==> src/rtl/add_nrsr.sv <==
// add_nrsr: horizontal noise reduction on a multi-lane sensor pixel stream.
// Each output lane is the rounded average of its input lane and the lane to its left.
// Lane 0 uses lane LANES-1 of the previous valid beat of the same line.
// Flags and data share a fixed 2-cycle latency. There is no backpressure.
//
// Parameters:
//   DATA_W  bits per pixel sample
//   LANES   pixels per clock, lane 0 = leftmost
//   NR_EN   1 = filter active, 0 = bypass with the same latency
// Ports:
//   clk_72m            pixel clock, rising edge
//   xreset             asynchronous active-low reset
//   sens_*_in          sync flags and pixel data from the sensor
//   sens_*_out         the same flags delayed 2 cycles, and the processed pixels
//                      (zero during blanking)
module add_nrsr #(
  parameter int unsigned DATA_W = 14,
  parameter int unsigned LANES  = 4,
  parameter bit          NR_EN  = 1'b1
) (
  input  logic                          clk_72m,
  input  logic                          xreset,
  input  logic                          sens_h_start_in,
  input  logic                          sens_v_start_in,
  input  logic                          sens_h_blank_in,
  input  logic                          sens_v_blank_in,
  input  logic [LANES-1:0][DATA_W-1:0]  sens_pix_data_in,
  output logic                          sens_h_start_out,
  output logic                          sens_v_start_out,
  output logic                          sens_h_blank_out,
  output logic                          sens_v_blank_out,
  output logic [LANES-1:0][DATA_W-1:0]  sens_pix_data_out
);

  logic                         beat_valid;
  logic                         line_start;
  logic [DATA_W-1:0]            prev [LANES];
  logic [DATA_W:0]              sum  [LANES];
  logic [LANES-1:0][DATA_W-1:0] nr_data;
  logic [LANES-1:0][DATA_W-1:0] data_d;

  // Cross-beat context
  logic [DATA_W-1:0]            held_q;
  logic                         line_start_q;

  // Stage 1 registers
  logic                         h_start_q, v_start_q, h_blank_q, v_blank_q;
  logic [LANES-1:0][DATA_W-1:0] data_q;

  always_comb begin
    beat_valid = !sens_h_blank_in && !sens_v_blank_in;
    // A start pulse in the same cycle as a valid beat also makes that beat a line start.
    line_start = line_start_q | sens_h_start_in | sens_v_start_in;

    // At line start, lane 0 is averaged with itself, so it passes through unchanged.
    prev[0] = line_start ? sens_pix_data_in[0] : held_q;
    for (int k = 1; k < LANES; k++) begin
      prev[k] = sens_pix_data_in[k-1];
    end

    nr_data = '0;
    for (int k = 0; k < LANES; k++) begin
      // Compute at DATA_W+1 bits. The rounded average always fits back into DATA_W bits.
      sum[k]     = {1'b0, sens_pix_data_in[k]} + {1'b0, prev[k]} + (DATA_W+1)'(1);
      nr_data[k] = sum[k][DATA_W:1];
    end

    if (!beat_valid) begin
      data_d = '0;
    end else if (NR_EN) begin
      data_d = nr_data;
    end else begin
      data_d = sens_pix_data_in;
    end
  end

  always_ff @(posedge clk_72m or negedge xreset) begin
    if (!xreset) begin
      held_q            <= '0;
      line_start_q      <= 1'b1;
      h_start_q         <= 1'b0;
      v_start_q         <= 1'b0;
      h_blank_q         <= 1'b1;
      v_blank_q         <= 1'b1;
      data_q            <= '0;
      sens_h_start_out  <= 1'b0;
      sens_v_start_out  <= 1'b0;
      sens_h_blank_out  <= 1'b1;
      sens_v_blank_out  <= 1'b1;
      sens_pix_data_out <= '0;
    end else begin
      // Any non-valid beat re-arms the line start. The held lane only moves on valid beats.
      line_start_q <= !beat_valid;
      if (beat_valid) begin
        held_q <= sens_pix_data_in[LANES-1];
      end
      h_start_q         <= sens_h_start_in;
      v_start_q         <= sens_v_start_in;
      h_blank_q         <= sens_h_blank_in;
      v_blank_q         <= sens_v_blank_in;
      data_q            <= data_d;
      sens_h_start_out  <= h_start_q;
      sens_v_start_out  <= v_start_q;
      sens_h_blank_out  <= h_blank_q;
      sens_v_blank_out  <= v_blank_q;
      sens_pix_data_out <= data_q;
    end
  end

endmodule

==> config.mk <==
export PLATFORM = sky130hd
export DESIGN_NAME = add_nrsr
export DESIGN_NICKNAME = d
export VERILOG_FILES = /design/src/rtl/add_nrsr.sv
export SDC_FILE = /design/constraint.sdc
export NUM_CORES = 1
export LEC_CHECK = 0
export BUFFER_PORTS_ARGS = -buffer_cell sky130_fd_sc_hd__buf_2
export CAP_MARGIN = 5
export CELL_PAD_IN_SITES_DETAIL_PLACEMENT = 0
export CELL_PAD_IN_SITES_GLOBAL_PLACEMENT = 1
export CORE_UTILIZATION = 32
export DETAILED_ROUTE_END_ITERATION = 10
export PLACE_DENSITY_LB_ADDON = 0.1
export SETUP_SLACK_MARGIN = 0.05
export SLEW_MARGIN = 20
export SYNTH_ARGS = -nofsm -noshare
export SYNTH_HDL_FRONTEND = slang
export SYNTH_SLANG_ARGS = --single-unit
==> constraint.sdc <==
create_clock -name clk_72m -period 3.75 [get_ports clk_72m]
set_input_delay 0.5625 -clock clk_72m [delete_from_list [all_inputs] [get_ports clk_72m]]
set_output_delay 0.5625 -clock clk_72m [all_outputs]
set_load 0.05 [all_outputs]
==> results of run 1 <==
==> cells by family (layout without fill, tap and decap cells) <==
kind of cell	Yosys count	after routing	synth area share [%]
fa+ha+maj	57	57	11.39
xor+xnor	27	27	3.625
flops	135	135	51.88
simple gates	205	205	14.73
mux	15	15	2.532
compound gates	144	144	14.31
buf+inv	26	170	1.534
==> stage by stage <==
stage	setup WS, ns	util (%)
6_report	1.016	40.59
5_1_grt	0.7792	40.59
4_1_cts	1.010	40.59
3_5_place_dp	0.6818	37.79
3_3_place_gp	0.7060	37.79
2_1_floorplan	0.9400	-
==> cell usage after synthesis (4+ instances only) <==
master	n
dfrtp_1	130
nand2_1	67
nor2_1	61
ha_1	53
a21oi_1	48
o21ai_0	25
xnor2_1	20
nor3_1	14
o21a_1	14
mux2_2	12
nor2b_1	12
clkbuf_1	11
inv_1	11
nand3_1	10
o21ai_1	10
nand2b_1	9
a21o_1	7
xor2_1	7
nand4_1	6
o211ai_1	6
a211oi_1	5
and2_1	5
dfstp_2	5
o31a_1	5
a31oi_1	4
fa_1	4
nor4_1	4
==> metal layers <==
| metal | wire length, microns | up-vias |
|---|---|---|
| met5 | 20 | - |
| met4 | 142 | 4 |
| met3 | 945 | 13 |
| met2 | 7405 | 133 |
| met1 | 7874 | 2326 |
| li1 | - | 2416 |
==> worst max path at each step <==
stage / from / to / slack [ns] / cells after the start
2_1_floorplan: sens_h_start_in / data_q[9] / 0.94 / 10
3_3_place_gp: sens_h_start_in / data_q[9] / 0.71 / 11
3_5_place_dp: sens_h_start_in / data_q[9] / 0.68 / 11
4_1_cts: line_start_q / data_q[9] / 1.01 / 10
5_1_grt: line_start_q / data_q[9] / 0.78 / 10
6_report: line_start_q / data_q[9] / 1.02 / 11
==> area by class of cell <==
| class | count | area share [%] |
|---|---|---|
| clock buffers | 20 | 5.582 |
| clock inverters | 12 | 1.298 |
| inverters | 12 | 0.5629 |
| multi-input cells | 448 | 38.01 |
| flip-flops and latches | 135 | 42.29 |
| well taps | 265 | 4.143 |
| repair buffers | 126 | 8.114 |
==> power groups by stage <==
stage	Combinational, W	Clock [W]	Sequential [W]
floorplan	0.000423	0	0.00181
CTS	0.000851	0.00161	0.00162
global route	0.000932	0.00168	0.00163
detailed placement	0.000847	0	0.00164
finish	0.000844	0.00155	0.00161
global placement	0.000841	0	0.00164
==> sequential cells by signal, indices dropped and copies added (netlist names) <==
name and flops:
data_q 56, sens_pix_data_out 56, held_q 14, h_blank_q 1
h_start_q 1, line_start_q 1, sens_h_blank_out 1, sens_h_start_out 1
sens_v_blank_out 1, sens_v_start_out 1, v_blank_q 1, v_start_q 1
==> run metrics, run 1 <==
status finished clean; number of flops mapped to enable cells by yosys 0; Clock transition at path regs 0.06 ns; Setup Skew 0.01223 ns; Psw 0.001226 W; Net Sw Frac 30.56%; vias in the first global route 4863; final worst path period need 2.734 ns; Final Cycle Share 72.90%; initial antenna violation count 2; overall via count from detail_route 4892; DR vias/cell 4.806; internal power 0.002784 W; DRT Wirelength 16.39 mm; Routed Antenna Nets 0; CP Launch Type flip-flop; clock tree buffer depth 2; reg2reg setup slack 1.02 ns; cts repair resizes 0; count of final setup violators 0; CTS tree yes; synth unique cells 58; worst-path cell chain nor3_4 > buf_4 > nand2_1 > o21ai_0 > fa_1 > a21oi_1 > nor2_1 > o31ai_2 > a31o_1 > xnor2_1 > and2_1; Final Non-Filler Cells 1018; CP Class flip-flop to flip-flop; wire length per cell 16.10 microns; Post CTS Setup Buffer Count 0; peak supply drop 0.2945 mV; Tightest Pin Transition 0.8842 ns; placed cell area 0.007452 sq mm; PD cells 501.1 mW/mm^2; Worst EP arrival 3.03 ns; max_cap viols 0; filler cell count 1979; Synthesis Warnings 0; Worst Path Required 4.05 ns; root buf cell clkbuf_16; mean post-synth cell area 10.71 sq um; delay-heaviest family, CP compound AO/OA/AOI/OAI gates; register area 0.003385 sq mm; reg2reg path depth 11; cell area after layout 0.008003 sq mm; DRT Pass-1 Iters 4; Hold Vio Cnt, Final 0; logic gate share of total power 21.0%; Final Max Tran Viols 0; Buffers on Ports 121; core footprint 0.01972 sq mm; setup TNS 0 ns; busiest metal layer after global routing met2; die footprint 0.02096 sq mm; RSZ-0062 raised after global routing false; clock network power share 38.8%; Synth async-reset ratio 100.0%; buffers and inverters on the worst path 1; CTS Hold Bufs 0; Static Leak 3.951 nW; Yosys top cell area share 49.87%; ranking of synthesized cells by area dfrtp_1 (50%), ha_1 (10%), nand2_1 (3.9%); DRT iter0 DRCs 219; grt met2 use 25.35%; met3 usage 4.903%; share of layout cells above drive strength 1 24.44%; starting density of the core 33.09%; first-pass GRT wire length 25.51 mm; worst-path fanout max 16; Slowest cell on crit path dfstp_2; Ports 122; Worst slew margin 41.06%; GR Util met1 22.36%; Worst setup EP type flip-flop; Yosys reg bits 135; number of antenna repair diodes 0; Cells after Synth 609; worst hold-check path type input port to async pin; post-synth top area cell dfrtp_1; most common cell after layout, fill and taps aside dfrtp_1; row cnt 51; Die W 144.8 microns; CTS buffer count 17; Clk Latency, worst-skew pair 0.41 ns; multi-input combinational cell area 0.003042 sq mm; Placed Cells 986; Min Hold Slack 0.2649 ns; Mapped Nets 728; largest net degree at the start of global routing 100; fmax 365.8 MHz; All-Layer GR Usage 16.52%; Reg-to-Reg End data_q[9]; FF-to-FF Start line_start_q; Tot Pwr 0.004010 W; Syn Std Cell Area 0.006524 sq mm; max incr delay on CP 0.55 ns; commonest cells after routing, fill and taps aside dfrtp_1 (130), buf_2 (120), nand2_1 (67); RD Place Congestion 0.8830; prevailing post-synth register cell dfrtp_1; P&R area growth vs syn 22.67%; Final #Nets 859; Seq pwr share 40.2%; H-tree Lvls 4; Post-DP HPWL 12.53 mm; detailed-route DRC error count 0; Seq/Total Area, Yosys 51.88%; Sink Count 135; die height 144.8 microns; gr ovfl total 0
(Power assumes the default switching activity.)
==> run 2, diff against run 1 <==
ABC_AREA = 1   (was unset)
clock period = 2.23 ns   (was 3.75 ns; I/O delays follow)
==> run metrics, run 2 <==
Placed Cells 1256 (was 986); Routed Antenna Nets 0 (unchanged); hold_sp sens_h_start_in; worst hold-check path type input port to flip-flop (was input port to async pin); die height 150.4 microns (was 144.8 microns); Worst slew margin 76.45% (was 41.06%); DR vias/cell 4.588 (was 4.806); synth unique cells 28 (was 58); CP dominant cell by count nand2_1; wire length per cell 15.81 microns (was 16.10 microns); Cells after Synth 850 (was 609); Clock transition at path regs 0.06 ns (about the same); Final Cycle Share 93.69% (was 72.90%); Ports 122 (unchanged); ranking of synthesized cells by area dfrtp_1 (46%), nand2_1 (12%), ha_1 (9.4%) (was dfrtp_1 (50%), ha_1 (10%), nand2_1 (3.9%)); Worst Path Required 2.58 ns (was 4.05 ns); DRT Pass-1 Iters 5 (was 4); CTS buffer count 17 (unchanged); worst-path cell chain inv_2 > nand2_4 > clkbuf_16 > o21ai_2 > ha_1 > nand2_2 > inv_2 > nand2_2 > nand3_2 > nand2_1 > nand3b_1 > nand2_1 > nand2_1 > nor2_1 (was nor3_4 > buf_4 > nand2_1 > o21ai_0 > fa_1 > a21oi_1 > nor2_1 > o31ai_2 > a31o_1 > xnor2_1 > and2_1); Buffers on Ports 121 (unchanged); count of final setup violators 0 (unchanged); largest net degree at the start of global routing 70 (was 100); All-Layer GR Usage 18.93% (was 16.52%); worst-path fanout max 7 (was 16); first-pass GRT wire length 31.26 mm (was 25.51 mm); Setup Skew 0.007635 ns (was 0.01223 ns); Synth Area in Adders 10.55% (was 11.39%); Seq/Total Area, Yosys 48.02% (was 51.88%); Syn Std Cell Area 0.007048 sq mm (was 0.006524 sq mm); peak supply drop 0.4755 mV (was 0.2945 mV); Die W 150.4 microns (was 144.8 microns); DRT iter0 DRCs 317 (was 219); placed cell area 0.008137 sq mm (was 0.007452 sq mm); post-synth top area cell dfrtp_1 (unchanged); Mapped Nets 969 (was 728); root buf cell clkbuf_16 (unchanged); Worst setup EP type flip-flop (unchanged); Compound-Gate Fraction of Synth Area 9.764% (was 14.31%); final worst path period need 2.089 ns (was 2.734 ns); DRT Wirelength 20.58 mm (was 16.39 mm); Synth top cells by count nand2_1 (217), dfrtp_1 (130), inv_1 (101), nor2_1 (100), a21oi_1 (65) (was dfrtp_1 (130), nand2_1 (67), nor2_1 (61), ha_1 (53), a21oi_1 (48)); commonest cells after routing, fill and taps aside nand2_1 (205), dfrtp_1 (130), buf_2 (120) (was dfrtp_1 (130), buf_2 (120), nand2_1 (67)); cell area after layout 0.009049 sq mm (was 0.008003 sq mm); Largest regs data_q (56), sens_pix_data_out (56), held_q (14) (unchanged); Yosys reg bits 135 (unchanged); max_cap viols 0 (unchanged); H-tree Lvls 4 (unchanged); Post-DP HPWL 15.94 mm (was 12.53 mm); PD cells 813.5 mW/mm^2 (was 501.1 mW/mm^2); overall via count from detail_route 5969 (was 4892); number of flops mapped to enable cells by yosys 0 (unchanged); Synth Area in Simple Gates 24.69% (was 14.73%); Final Non-Filler Cells 1301 (was 1018); Reg-to-Reg End data_q[8] (was data_q[9]); Tightest Pin Transition 0.3533 ns (was 0.8842 ns); status finished clean (unchanged); Static Leak 4.906 nW (was 3.951 nW); core footprint 0.02129 sq mm (was 0.01972 sq mm); initial antenna violation count 0 (was 2); dominant cell by count in the synthesized netlist nand2_1 (was dfrtp_1); Slowest cell on crit path dfstp_2 (unchanged); Worst EP arrival 2.44 ns (was 3.03 ns); CTS tree yes (unchanged); share of layout cells above drive strength 1 25.05% (was 24.44%); number of antenna repair diodes 0 (unchanged); reg2reg setup slack 0.14 ns (was 1.02 ns); Hold Vio Cnt, Final 0 (unchanged); hold depth 1; die footprint 0.02262 sq mm (was 0.02096 sq mm); mean post-synth cell area 8.292 sq um (was 10.71 sq um); CP Class flip-flop to flip-flop (unchanged); Synthesis Warnings 0 (unchanged); multiplexer share of the synthesized area 0% (was 2.532%); DP Worst Slack -0.1376 ns (was 0.6818 ns); Hold Crit Endpoint h_start_q; Yosys top cell area share 46.16% (was 49.87%); vias in the first global route 5615 (was 4863); row cnt 53 (was 51); CP Launch Type flip-flop (unchanged); clock tree buffer depth 2 (unchanged); fmax 478.7 MHz (was 365.8 MHz); Synth async-reset ratio 100.0% (unchanged); Final #Nets 1132 (was 859); xor and xnor area share after synthesis 0.7456% (was 3.625%); Final WS setup 0.1408 ns (was 1.016 ns); max incr delay on CP 0.52 ns (was 0.55 ns); P&R area growth vs syn 28.39% (was 22.67%); Final Max Tran Viols 0 (unchanged); largest family of logic cells by synthesized area simple AND/OR/NAND/NOR gates (unchanged); Clk Latency, worst-skew pair 0.42 ns (was 0.41 ns); RD Place Congestion 0.8072 (was 0.8830); FF-to-FF Start line_start_q (unchanged); RSZ-0062 raised after global routing true (was false); prevailing post-synth register cell dfrtp_1 (unchanged); detailed-route DRC error count 0 (unchanged); reg2reg path depth 14 (was 11); Sink Count 135 (unchanged); gr ovfl total 0 (unchanged); most common cell after layout, fill and taps aside nand2_1 (was dfrtp_1); starting density of the core 33.11% (was 33.09%)
-- run 2: changes by cell type after synthesis, sizes merged, moves of 18 or more --
cell / change
nor2: +45
nand2: +167
inv: +89
nand3: +57
a21oi: +18
o21ai: +19
-- run 2: cell families (layout without fill, tap and decap cells) --
family	after synthesis	in the layout
simple gates	411	411
xor+xnor	6	6
buf+inv	111	287
compound gates	130	130
flops	135	135
fa+ha+maj	57	57
-- run 2: critical path: cells and delay by family, from the launching register on --
kind	cells	cell delay, ns
buffers and inverters	3	0.27
adder cells (fa/ha/maj)	1	0.37
AND/OR/NAND/NOR	9	0.80
AO/OA/AOI/OAI	1	0.05
flip-flops	1	0.52
-- run 2: area by class of cell --
| type | instances | area (sq um) |
|---|---|---|
| clock buffers | 20 | 456.7 |
| clock inverters | 12 | 175.2 |
| fillers | 2205 | 12240 |
| inverters | 101 | 379.1 |
| multi-input cells | 604 | 3358 |
| flip-flops and latches | 135 | 3385 |
| well taps | 275 | 344.1 |
| repair buffers | 154 | 950.9 |
-- run 2: repair_timing --
action                                  CTS  global route
hold endpoints to repair                 35             0
hold buffers                              1             0
gates cloned                              0             3
setup buffers                             0             9
pin swaps                                 0            27
gates resized for setup                   3            47
endpoints found under the setup margin    7            12
-- run 2: metrics by stage --
step | hold WS [ns] | power [W] | utilization, % | setup TNS, ns
6_report | 0.04150 | 0.007361 | 42.51 | 0
5_1_grt | 0.01998 | 0.007750 | 42.51 | 0
4_1_cts | 0.02468 | 0.007391 | 41.29 | 0
3_5_place_dp | 0.2614 | 0.004309 | 38.22 | -0.7966
3_3_place_gp | 0.2598 | 0.004314 | 38.22 | -1.070
2_1_floorplan | 0.03891 | 0.003770 | - | 0
-- run 2: how the worst max path moves through the flow --
stage | cells past startpoint | slack, ns | end | from
finish | 14 | 0.14 | data_q[8] | line_start_q
global route | 13 | 0.01 | data_q[12] | line_start_q
CTS | 11 | 0.07 | data_q[10] | line_start_q
detailed placement | 14 | -0.14 | data_q[5] | sens_h_start_in
global placement | 15 | -0.17 | data_q[11] | sens_h_start_in
floorplan | 11 | 0.06 | data_q[5] | line_start_q
-- run 2: metal layers --
| metal | part of all wire, % | GRT usage [%] | routed length, microns | up-vias |
|---|---|---|---|---|
| met5 | 0 | 0 | 0 | - |
| met4 | 1.2 | 4.899 | 248 | 0 |
| met3 | 4.9 | 4.394 | 1016 | 12 |
| li1 | - | - | - | 3053 |
| met1 | 46 | 25.23 | 9554 | 2769 |
| met2 | 47 | 30.71 | 9755 | 135 |
-- run 2: report_power, final --
| part | switching, W | internal, W | total [W] |
|---|---|---|---|
| Combinational | 0.00113 | 0.000518 | 0.00165 |
| Sequential | 0.0000436 | 0.00264 | 0.00268 |
| Clock | 0.00110 | 0.00193 | 0.00303 |
| Total | 0.00228 | 0.00508 | 0.00736 |
==> run 3, diff against run 2 <==
CORE_ASPECT_RATIO = 0.8   (was unset)
CTS_CLUSTER_DIAMETER = 60   (was unset)
==> run metrics, run 3 (synthesis gave the netlist of run 2 again) <==
die height 134.7 microns (was 150.4 microns); Hold Vio Cnt, Final 0 (unchanged); core footprint 0.02156 sq mm (was 0.02129 sq mm); register area 0.003385 sq mm (unchanged); Ports 122 (unchanged); RSZ-0062 raised after global routing false (was true); row cnt 48 (was 53); RD Place Congestion 0.8510 (was 0.8072); wire length per cell 15.59 microns (was 15.81 microns); Post-DP HPWL 15.97 mm (was 15.94 mm); setup TNS 0 ns (unchanged); Clock transition at path regs 0.06 ns (about the same); largest net degree at the start of global routing 56 (was 70); DRT iter0 DRCs 312 (was 317); Final Cycle Share 94.83% (was 93.69%); status finished clean (unchanged); Worst slew margin 51.43% (was 76.45%); uppermost layer routed met4 (unchanged); Largest regs data_q (56), sens_pix_data_out (56), held_q (14) (unchanged); root buf cell clkbuf_16 (unchanged); count of final setup violators 0 (unchanged); Die W 167.9 microns (was 150.4 microns); initial antenna violation count 0 (unchanged); CP Launch Type flip-flop (unchanged); clock tree buffer depth 2 (unchanged); most common cell after layout, fill and taps aside nand2_1 (unchanged); Final Non-Filler Cells 1302 (was 1301); DRT Pass-1 Iters 4 (was 5); H-tree Lvls 4 (unchanged); commonest cells after routing, fill and taps aside nand2_1 (195), dfrtp_1 (130), buf_2 (120) (was nand2_1 (205), dfrtp_1 (130), buf_2 (120)); peak supply drop 0.3845 mV (was 0.4755 mV); vias in the first global route 5609 (was 5615); Worst setup EP type flip-flop (unchanged); die footprint 0.02263 sq mm (was 0.02262 sq mm); starting density of the core 32.69% (was 33.11%); Routed Antenna Nets 0 (unchanged); Slowest cell on crit path dfstp_2 (unchanged); filler cell count 2220 (was 2205); All-Layer GR Usage 18.48% (was 18.93%); Final Max Tran Viols 0 (unchanged); first-pass GRT wire length 30.97 mm (was 31.26 mm); Buffers on Ports 121 (unchanged); Worst EP arrival 2.47 ns (was 2.44 ns); CP Class flip-flop to flip-flop (unchanged); Worst Path Required 2.58 ns (about the same); CTS buffer count 17 (unchanged); final worst path period need 2.115 ns (was 2.089 ns); multi-input combinational cell area 0.003407 sq mm (was 0.003358 sq mm); worst-path fanout max 7 (unchanged); Tot Pwr 0.007087 W (was 0.007361 W); M1 wire length 10.16 mm (was 9.554 mm); Clk Latency, worst-skew pair 0.43 ns (was 0.42 ns); Tightest Pin Transition 0.7278 ns (was 0.3533 ns); wire length on met2 9.195 mm (was 9.755 mm); Placed Cells 1260 (was 1256); Static Leak 4.894 nW (was 4.906 nW); worst-path cell chain inv_2 > nand2_4 > clkbuf_16 > o21ai_1 > ha_1 > nand2_2 > inv_1 > nand2_1 > nand2_2 > nand3b_1 > nand2_1 > nand2_1 > nor2_1 (was inv_2 > nand2_4 > clkbuf_16 > o21ai_2 > ha_1 > nand2_2 > inv_2 > nand2_2 > nand3_2 > nand2_1 > nand3b_1 > nand2_1 > nand2_1 > nor2_1); Setup Skew 0.01166 ns (was 0.007635 ns); Sink Count 135 (unchanged); CTS tree yes (unchanged); Core Util, Final 41.89% (was 42.51%); share of layout cells above drive strength 1 26.78% (was 25.05%); max_cap viols 0 (unchanged); DP Worst Slack -0.1030 ns (was -0.1376 ns); fmax 472.9 MHz (was 478.7 MHz); Final #Nets 1133 (was 1132); Final WS setup 0.1153 ns (was 0.1408 ns); DR vias/cell 4.506 (was 4.588); met3 wire length 769 microns (was 1.016 mm); PD cells 784.6 mW/mm^2 (was 813.5 mW/mm^2); worst hold-check path type input port to flip-flop (unchanged); CP dominant cell by count nand2_1 (unchanged); P&R area growth vs syn 28.16% (was 28.39%); max incr delay on CP 0.52 ns (about the same); number of antenna repair diodes 0 (unchanged); DRT Wirelength 20.30 mm (was 20.58 mm); gr ovfl total 0 (unchanged); overall via count from detail_route 5867 (was 5969); detailed-route DRC error count 0 (unchanged)
run 3: path summary, 6_finish.rpt:
path                            startpoint                     to  slack [ns]  depth (start not counted)
setup / recovery              line_start_q              data_q[8]        0.12                         13
hold / removal             sens_h_start_in              h_start_q        0.03                          1
setup reg to reg              line_start_q              data_q[8]        0.12                         13
hold reg to reg                 data_q[42]  sens_pix_data_out[42]        0.34                          0
max in group asynchronous           xreset       sens_h_blank_out        1.16                          3
min in group asynchronous           xreset  sens_pix_data_out[24]        0.40                          2
run 3: area by class of cell:
cell class | count | area share (%)
Sequential cell | 135 | 37.47
Timing Repair Buffer | 155 | 10.51
Tap cell | 275 | 3.809
Multi-Input combinational cell | 604 | 37.72
Clock buffer | 21 | 5.208
Clock inverter | 11 | 1.080
Inverter | 101 | 4.197
run 3: through the flow:
step,area [sq um],hold WS (ns)
floorplan,7048,0.03891
global placement,8154,0.2835
detailed placement,8154,0.2860
CTS,8740,0.01278
global route,9032,0.02169
finish,9032,0.03240
run 3: where the power goes:
part           switching, W  leakage [nW]  internal [W]  total [W]
Clock               0.00112         0.272       0.00162    0.00274
Combinational       0.00114          2.85      0.000523    0.00167
Sequential        0.0000440          1.77       0.00264    0.00268
run 3: timing repair:
item / 4_1_cts / 5_1_grt
pin swaps: 1 / 36
hold buffers: 1 / 0
cloned: 0 / 3
setup endpoints to repair: 6 / 12
setup buffers: 0 / 6
gates resized for setup: 2 / 70
hold endpoints to repair: 38 / 0
run 3: critical path: cells and delay by family (launching register included):
kind / cells / cell delay [ns]
and+or+nand+nor: 8 / 0.86
DFF: 1 / 0.52
adders and majority gates: 1 / 0.36
buffers and inverters: 3 / 0.26
AOI/OAI and AO/OA: 1 / 0.06
run 3: metal layers:
metal  GRT usage, %  vias up
li1               -     3046
met1          25.90     2712
met2          29.35       98
met3          3.546       11
met4          4.587        0
met5              0        -
